$ cat src/rtl/ahb_read_master.sv
// ahb_read_master: AHB-Lite read master issuing INCR or fixed-address read bursts
// into a show-ahead FIFO drained by user logic.
module ahb_read_master #(
    parameter int ADDRESSWIDTH  = 32,
    parameter int DATAWIDTH     = 32,
    parameter int FIFODEPTH     = 32,
    parameter int FIFODEPTH_LOG = 5
) (
    input  logic                    clk,
    input  logic                    reset,
    input  logic                    control_fixed_location,
    input  logic [ADDRESSWIDTH-1:0] control_read_base,
    input  logic [ADDRESSWIDTH-1:0] control_read_length,
    input  logic                    control_go,
    output logic                    control_done,
    output logic                    abort,
    input  logic [2:0]              data_size,
    input  logic                    user_read_buffer,
    output logic [DATAWIDTH-1:0]    user_buffer_data,
    output logic                    user_data_available,
    output logic                    HSEL,
    input  logic                    HREADY,
    input  logic [1:0]              HRESP,
    input  logic [DATAWIDTH-1:0]    HRDATA,
    output logic [ADDRESSWIDTH-1:0] HADDR,
    output logic                    HWRITE,
    output logic [2:0]              HSIZE,
    output logic [2:0]              HBURST,
    output logic [3:0]              HPROT,
    output logic [1:0]              HTRANS,
    output logic                    HREADYIN
);
    localparam logic [2:0] S_IDLE   = 3'd0;
    localparam logic [2:0] S_NONSEQ = 3'd1;
    localparam logic [2:0] S_SEQ    = 3'd2;
    localparam logic [2:0] S_LAST   = 3'd3;
    localparam logic [2:0] S_ERR    = 3'd4;
    localparam logic [FIFODEPTH_LOG+1:0] C_DEPTH = (FIFODEPTH_LOG+2)'(FIFODEPTH);
    localparam logic [FIFODEPTH_LOG+1:0] C_ONE   = (FIFODEPTH_LOG+2)'(1);
    logic [2:0]               r_state;
    logic [ADDRESSWIDTH-1:0]  r_addr;
    logic [ADDRESSWIDTH-1:0]  r_len;
    logic                     r_dphase;
    logic [1:0]               r_lane;
    logic [2:0]               r_size;
    logic [2:0]               r_step;
    logic                     r_fixed;
    logic                     r_abort;
    logic [DATAWIDTH-1:0]     r_mem [FIFODEPTH];
    logic [FIFODEPTH_LOG-1:0] r_wptr;
    logic [FIFODEPTH_LOG-1:0] r_rptr;
    logic [FIFODEPTH_LOG:0]   r_count;
    logic [FIFODEPTH_LOG+1:0] w_need;
    logic                     w_credit;
    logic                     w_go;
    logic                     w_err;
    logic                     w_accept;
    logic                     w_push;
    logic                     w_pop;
    logic                     w_last;
    logic [2:0]               w_size;
    logic [2:0]               w_step;
    logic [ADDRESSWIDTH-1:0]  w_step_ext;
    logic [DATAWIDTH-1:0]     w_shift;
    logic [DATAWIDTH-1:0]     w_rdata;
    logic                     w_unused;
    assign HSEL     = 1'b1;
    assign HWRITE   = 1'b0;
    assign HBURST   = 3'b001;
    assign HPROT    = 4'b0011;
    assign HREADYIN = 1'b1;
    assign HADDR    = r_addr;
    assign HSIZE    = r_size;
    assign abort    = r_abort;
    assign w_unused = HRESP[1];
    // Room must exist for every word already in flight plus the one being requested.
    assign w_need     = {1'b0, r_count} + {{(FIFODEPTH_LOG+1){1'b0}}, r_dphase} + C_ONE;
    assign w_credit   = w_need <= C_DEPTH;
    assign w_go       = control_go & (r_state == S_IDLE | r_state == S_ERR);
    assign w_err      = r_dphase & HRESP[0];
    assign w_accept   = HTRANS[1] & HREADY & ~w_err;
    assign w_push     = r_dphase & HREADY & ~HRESP[0];
    assign w_pop      = user_read_buffer & (r_count != '0);
    assign w_step_ext = ADDRESSWIDTH'(r_step);
    assign w_last     = r_len == w_step_ext;
    assign w_size     = data_size == 3'b000 ? 3'b000 : data_size == 3'b001 ? 3'b001 : 3'b010;
    assign w_step     = w_size == 3'b000 ? 3'd1 : w_size == 3'b001 ? 3'd2 : 3'd4;
    assign w_shift    = HRDATA >> {r_lane, 3'b000};
    assign w_rdata    = r_size == 3'b000 ? DATAWIDTH'(w_shift[7:0]) :
                        r_size == 3'b001 ? DATAWIDTH'(w_shift[15:0]) : HRDATA;
    assign control_done        = (r_state == S_IDLE) & (r_len == '0) & ~r_dphase;
    assign user_buffer_data    = r_mem[r_rptr];
    assign user_data_available = r_count != '0;
    always_comb begin
        HTRANS = r_state == S_NONSEQ ? (w_credit ? 2'b10 : 2'b00) :
                 r_state == S_SEQ    ? (w_credit ? 2'b11 : 2'b01) : 2'b00;
    end
    always_ff @(posedge clk) begin
        if (reset) begin
            r_state  <= S_IDLE;
            r_addr   <= '0;
            r_len    <= '0;
            r_dphase <= 1'b0;
            r_lane   <= 2'b00;
            r_size   <= 3'b010;
            r_step   <= 3'd4;
            r_fixed  <= 1'b0;
            r_abort  <= 1'b0;
            r_wptr   <= '0;
            r_rptr   <= '0;
            r_count  <= '0;
        end else begin
            if (w_go) begin
                r_addr  <= control_read_base;
                r_len   <= control_read_length;
                r_size  <= w_size;
                r_step  <= w_step;
                r_fixed <= control_fixed_location;
                r_abort <= 1'b0;
                r_state <= control_read_length == '0 ? S_IDLE : S_NONSEQ;
            end else if (w_err) begin
                r_state <= S_ERR;
                r_abort <= 1'b1;
            end else if (w_accept) begin
                r_len   <= r_len - w_step_ext;
                r_addr  <= r_fixed ? r_addr : r_addr + w_step_ext;
                r_state <= w_last ? S_LAST : r_fixed ? S_NONSEQ : S_SEQ;
            end else if (r_state == S_LAST & r_dphase & HREADY) begin
                r_state <= S_IDLE;
            end
            if (w_accept) begin
                r_dphase <= 1'b1;
                r_lane   <= r_addr[1:0];
            end else if (HREADY) begin
                r_dphase <= 1'b0;
            end
            r_wptr  <= w_push ? r_wptr + FIFODEPTH_LOG'(1) : r_wptr;
            r_rptr  <= w_pop ? r_rptr + FIFODEPTH_LOG'(1) : r_rptr;
            r_count <= (w_push & ~w_pop) ? r_count + (FIFODEPTH_LOG+1)'(1) :
                       (~w_push & w_pop) ? r_count - (FIFODEPTH_LOG+1)'(1) : r_count;
        end
    end
    always_ff @(posedge clk) begin
        if (w_push) r_mem[r_wptr] <= w_rdata;
    end
endmodule

$ cat config.mk
export PLATFORM = sky130hd
export DESIGN_NAME = ahb_read_master
export DESIGN_NICKNAME = d
export VERILOG_FILES = /design/src/rtl/ahb_read_master.sv
export SDC_FILE = /design/constraint.sdc
export NUM_CORES = 1
export LEC_CHECK = 0
export BUFFER_PORTS_ARGS = -buffer_cell sky130_fd_sc_hd__buf_2
export CORE_AREA = 3 3 276 278
export CTS_CLUSTER_DIAMETER = 60
export DETAILED_ROUTE_END_ITERATION = 7
export DIE_AREA = 0 0 279 281
export PLACE_DENSITY = 0.74
export SETUP_SLACK_MARGIN = 0.02
export SYNTH_ARGS = -nofsm -noshare
export SYNTH_HDL_FRONTEND = slang
export SYNTH_SLANG_ARGS = --single-unit
$ cat constraint.sdc
create_clock -name clk -period 4.5 [get_ports clk]
set_input_delay 0.225 -clock clk [delete_from_list [all_inputs] [get_ports clk]]
set_output_delay 0.225 -clock clk [all_outputs]
set_load 0.1 [all_outputs]
# == After elaboration in Yosys (flattened, before gate mapping) ==
# Memory sizes are Yosys's and may differ from the RTL's. A register that Yosys moved wholly into a read port is not among the register bits.
# Index checks and enable logic that the tools add are counted.
# word_totals
regBits,94
output_inout_bits,82
n_memories,1
input_bits,107
mem_bits_rw,1024
word_cells,98
# mem_list
memory,depth,width,read_ports,rd_clocked_by_memory_dff,write_ports,line_no,rtl
r_mem,32,32,1,1,1,49,logic [DATAWIDTH-1:0] r_mem [FIFODEPTH];
# classes
reduce_logical,14
n_addsub,8
order_cmp,1
mux,32
n_shift,1
bitwise_logic,19
eq_ne,10
# op_table
operator,n
$mux 32,9
$logic_not 32->1,2
$add 32x3->32,1
$eq 32x3->1,1
$shr 32x5->16,1
$sub 32x3->32,1
$mux 3,6
$mux 2,8
$and 1x1->1,13
$logic_not 3->1,4
$mux 6,2
$add 5x1->5 const B,2
$mux 5,2
$eq 3x1->1 const B,3
$add 6x1->7,1
$add 7x1->7 const B,1
$le 7x6->1 const B,1
$add 6x1->6 const B,1
$eq 3x2->1 const B,2
$reduce_bool 2->1,3
$reduce_bool 6->1,1
$sub 6x1->6 const B,1
$mux 1,5
$not 1->1,5
9 further kinds,9

# == Depth between registers and ports, before layout ==
# logic_depth
ltp_word,11
ltp_mapped,14
ltp_nobuf,13

# == Least setup slack after synthesis ==
# No wires, ideal clock.
# synth_path
kind,reg-to-output
start,reg r_count[0]
end,out HTRANS[1]
t_arrival_ns,3.430
path_stages_with_launch,11
path_buffers,2
setup_slack_ns,0.845
required_ns,4.275
cell_sequence,dfxtp_1 > inv_1 > ha_1 > inv_1 > ha_1 > nor4b_1 > a221oi_1 > or4_1 > clkbuf_1 > clkbuf_1 > nor2_1
# synth_between
elab_chain_len,6
elab_cells_between_ends,7
classes_between,add/sub (2); order compare (1); mux (4)
# synth_rtl
element,line_no,rtl
start: declaration,52,logic [FIFODEPTH_LOG:0] r_count;
start signal: assignment,139,r_count <= (w_push & ~w_pop) ? r_count + (FIFODEPTH_LOG+1)'(1) :
$add 6x1->7 *,77,"assign w_need = {1'b0, r_count} + {{(FIFODEPTH_LOG+1){1'b0}}, r_dphase} + C_ONE;"
$add 7x1->7 *,77,
$le 7x6->1 *,78,assign w_credit = w_need <= C_DEPTH;
$mux 2 (2 in a row),96,r_state == S_SEQ ? (w_credit ? 2'b11 : 2'b01) : 2'b00;
$mux 2 *,95,HTRANS = r_state == S_NONSEQ ? (w_credit ? 2'b10 : 2'b00) :
end: declaration,30,"output logic [1:0] HTRANS,"
# Every way passes the cells marked *; elsewhere a longest branch is shown, timed or not.

==> metrics.txt <==
Final Hold Fails=0; Final setup viols=0; reg2reg start=r_dphase$_SDFFE_PP0P_; num ports=189; Max transition margin=0.139; Yosys reg bits=1120; Worst IR Drop VDD=0.498 mV; synthesized area=0.0448 mm2; Worst Setup End Kind=output port; setup TNS=0 ps; Final period util=0.850; # port buffers=176; # DRC=0; Fin Clk Skew=17.4 ps; Num CTS Buffers=~110; Crit Path Max Fanout=53; Synth warnings=0; worst path bufs/invs=2; remaining antenna violation count=0; RSZ-0062 raised after global routing=no; Skew-Pair Late Insertion Delay=around 670 ps; Layout Nets=~2700; WL per Instance=30.5 um; Post-CTS Setup Bufs=0; Lkg Pwr=16.2 nW; commonest cells after routing, fill and taps aside=edfxtp_1, mux4_2, buf_2, clkbuf_16, dfxtp_1; Core Box Area=~0.074 mm2; crit path max-delay cell type=dfxtp_4; Stages on worst setup path=5; Fin Hold WS=~70 ps; CTS tree=done; WL final=between 100000 and 150000 um; Slew @ Worst Pin=1280 ps; Initial Util=0.604; Cell Chain, Critical Path=buf_12, mux4_2, mux4_2, mux2_2, buf_2; via count=24631; Chip Width=279 um; P per Cell Area=557 mW/mm2; synthesized instance count=2276; HP Class=input port to flip-flop; Worst Path Required=roughly 4300 ps; critical path's top delay family=multiplexers; Rows=100; commonest non-fill, non-tap cell in the layout=edfxtp_1; RD Place Congestion=0.872; CP startpoint kind=flip-flop; ys async rst share=0; Max-Cap Viols=0; Sinks on Clock Net=1120; max incr delay on CP=~700 ps; WHS Path Cells=4; CTS clk-pin slew, worst paths=approximately 60 ps; first-pass GRT wire length=164000 um; vias per inst=roughly 6.7; share of layout cells above drive strength 1=0.307; fmax=0.261 GHz; DP Wirelength=62600 um; CTS H-tree depth=3; reg2reg path depth=11; clock root buffer=clkbuf_16; GRT overflow=0; Pre-antenna DRT Iters=8; register area share after synthesis=0.729; initial DRC count=2999; flop-to-flop setup slack=910 ps; Multi-input gate area=between 0.01 and 0.015 mm2; Final min period=~3800 ps; CTS max path bufs=3; Hold EP=r_state[1]$_SDFFE_PP0P_; vias in the first global route=24831; arrival time at the worst endpoint=3600 ps; Die H=281 um; initial antenna violation count=6; EDFF count, synth=between 1000 and 1500; fill count=approximately 4400; synthesized area per cell=19.7 um2; Seq. cell area=approximately 0.033 mm2; start point of the worst hold path=HRESP[0]; Total GRT Usage=0.289; DIE AREA=slightly below 0.08 mm2; Pins Over Slew Limit=0; post-synthesis cell type count=61; largest net degree at the start of global routing=71; synthesis-to-layout area growth=14.9%; most frequent CP cell=mux4_2; R2R Path End=r_len[15]$_SDFFE_PP0P_; outcome=finished, final reports clean; Main synth FF type=edfxtp_1; crit path kind=flip-flop to output port
## worst register-to-register path, stage by stage, from the launching register on
cell and delay [ps]:
dfxtp_1 390, inv_1 120, ha_1 240, inv_1 70
ha_1 230, nor4b_1 260, a221oi_1 150, or4_1 490
buf_4 230, or4_1 670, or4_1 450, a31oi_1 200
## logic make-up (layout without fill, tap and decap cells)
kind of cell / after synthesis / in the layout / share of synthesized area
compound gates: 179 / 179 / 0.0260
xor+xnor: 43 / 43 / 0.00841
flops: 1120 / 1120 / 0.729
simple gates: 385 / 385 / 0.0427
mux: 364 / 364 / 0.172
buf+inv: 162 / 562 / 0.0154
fa+ha+maj: 21 / 21 / 0.00637
other cells: 2 / 15 / 0.000168
## final cells by class
type | instances | area share
Sequential cell | 1120 | 0.635
Antenna cell | 4 | 0.000194
Multi-Input combinational cell | 1003 | 0.228
Clock inverter | 62 | 0.00853
Clock buffer | 144 | 0.0580
Timing Repair Buffer | 331 | 0.0453
Tap cell | 969 | 0.0235
Inverter | 25 | 0.00182
## through the flow
step	setup WS, ps	instance area [um2]	cells	power (mW)	utilization
floorplan	845	44800	2285	18.4	-
global placement	1020	47400	3377	19.9	0.638
detailed placement	952	47400	3377	20.1	0.638
CTS	596	51500	3654	28.8	0.694
global route	517	51500	3654	29.7	0.694
finish	675	51500	3658	28.7	0.694
## sequential cells by signal, summed over array words and instances, names as in the netlist, named ones only
signal and flops:
r_count 6, r_fixed 1, r_wptr 5, r_len 32, r_mem 1024, r_step 3
abort 1, r_dphase 1, r_lane 2, r_state 3, r_rptr 5, HADDR 32
## routing by layer
layer / GRT usage / vias to the layer above / share of wire / wire, um
li1: - / 10029 / - / -
met1: 0.408 / 12886 / 0.38 / 42700
met2: 0.455 / 1484 / 0.48 / 54000
met3: 0.0729 / 226 / 0.10 / 11700
met4: 0.0901 / 6 / 0.029 / 3250
met5: 0 / - / 0.00037 / 41
## Yosys cell counts, types with 25 or more instances
| cell | number | area [um2] |
|---|---|---|
| nand2_1 | 83 | 312 |
| nor2_1 | 120 | 450 |
| a21oi_1 | 51 | 255 |
| mux2_2 | 41 | 462 |
| mux4_2 | 320 | 7210 |
| clkbuf_1 | 91 | 342 |
| a211oi_1 | 26 | 195 |
| buf_1 | 28 | 105 |
| dfxtp_1 | 96 | 1920 |
| edfxtp_1 | 1024 | 30700 |
| inv_1 | 25 | 93.8 |
| nand4_1 | 27 | 169 |
| xor2_1 | 29 | 254 |
## where the power goes
part	leakage, nW	total, mW	switching [mW]	internal (mW)
logic	4.55	7.59	4.76	2.83
clock network	1.66	8.76	3.81	4.95
registers	10.0	12.3	0.374	11.9
total	16.2	28.7	8.94	19.7
## worst max path at each step
stage                             from                     end
2_1_floorplan  r_count[0]$_SDFFE_PP0P_               HTRANS[1]
3_3_place_gp     r_dphase$_SDFFE_PP0P_  r_len[11]$_SDFFE_PP0P_
3_5_place_dp     r_dphase$_SDFFE_PP0P_  r_len[15]$_SDFFE_PP0P_
4_1_cts                      flip-flop    user_buffer_data[27]
5_1_grt                      flip-flop    user_buffer_data[27]
6_report                     flip-flop    user_buffer_data[27]
## timing repair
| item | 4_1_cts | 5_1_grt |
|---|---|---|
| gates resized for setup | 0 | 0 |
| hold endpoints to repair | 69 | 0 |
| hold buffers | 71 | 0 |
(Power assumes the default switching activity.)
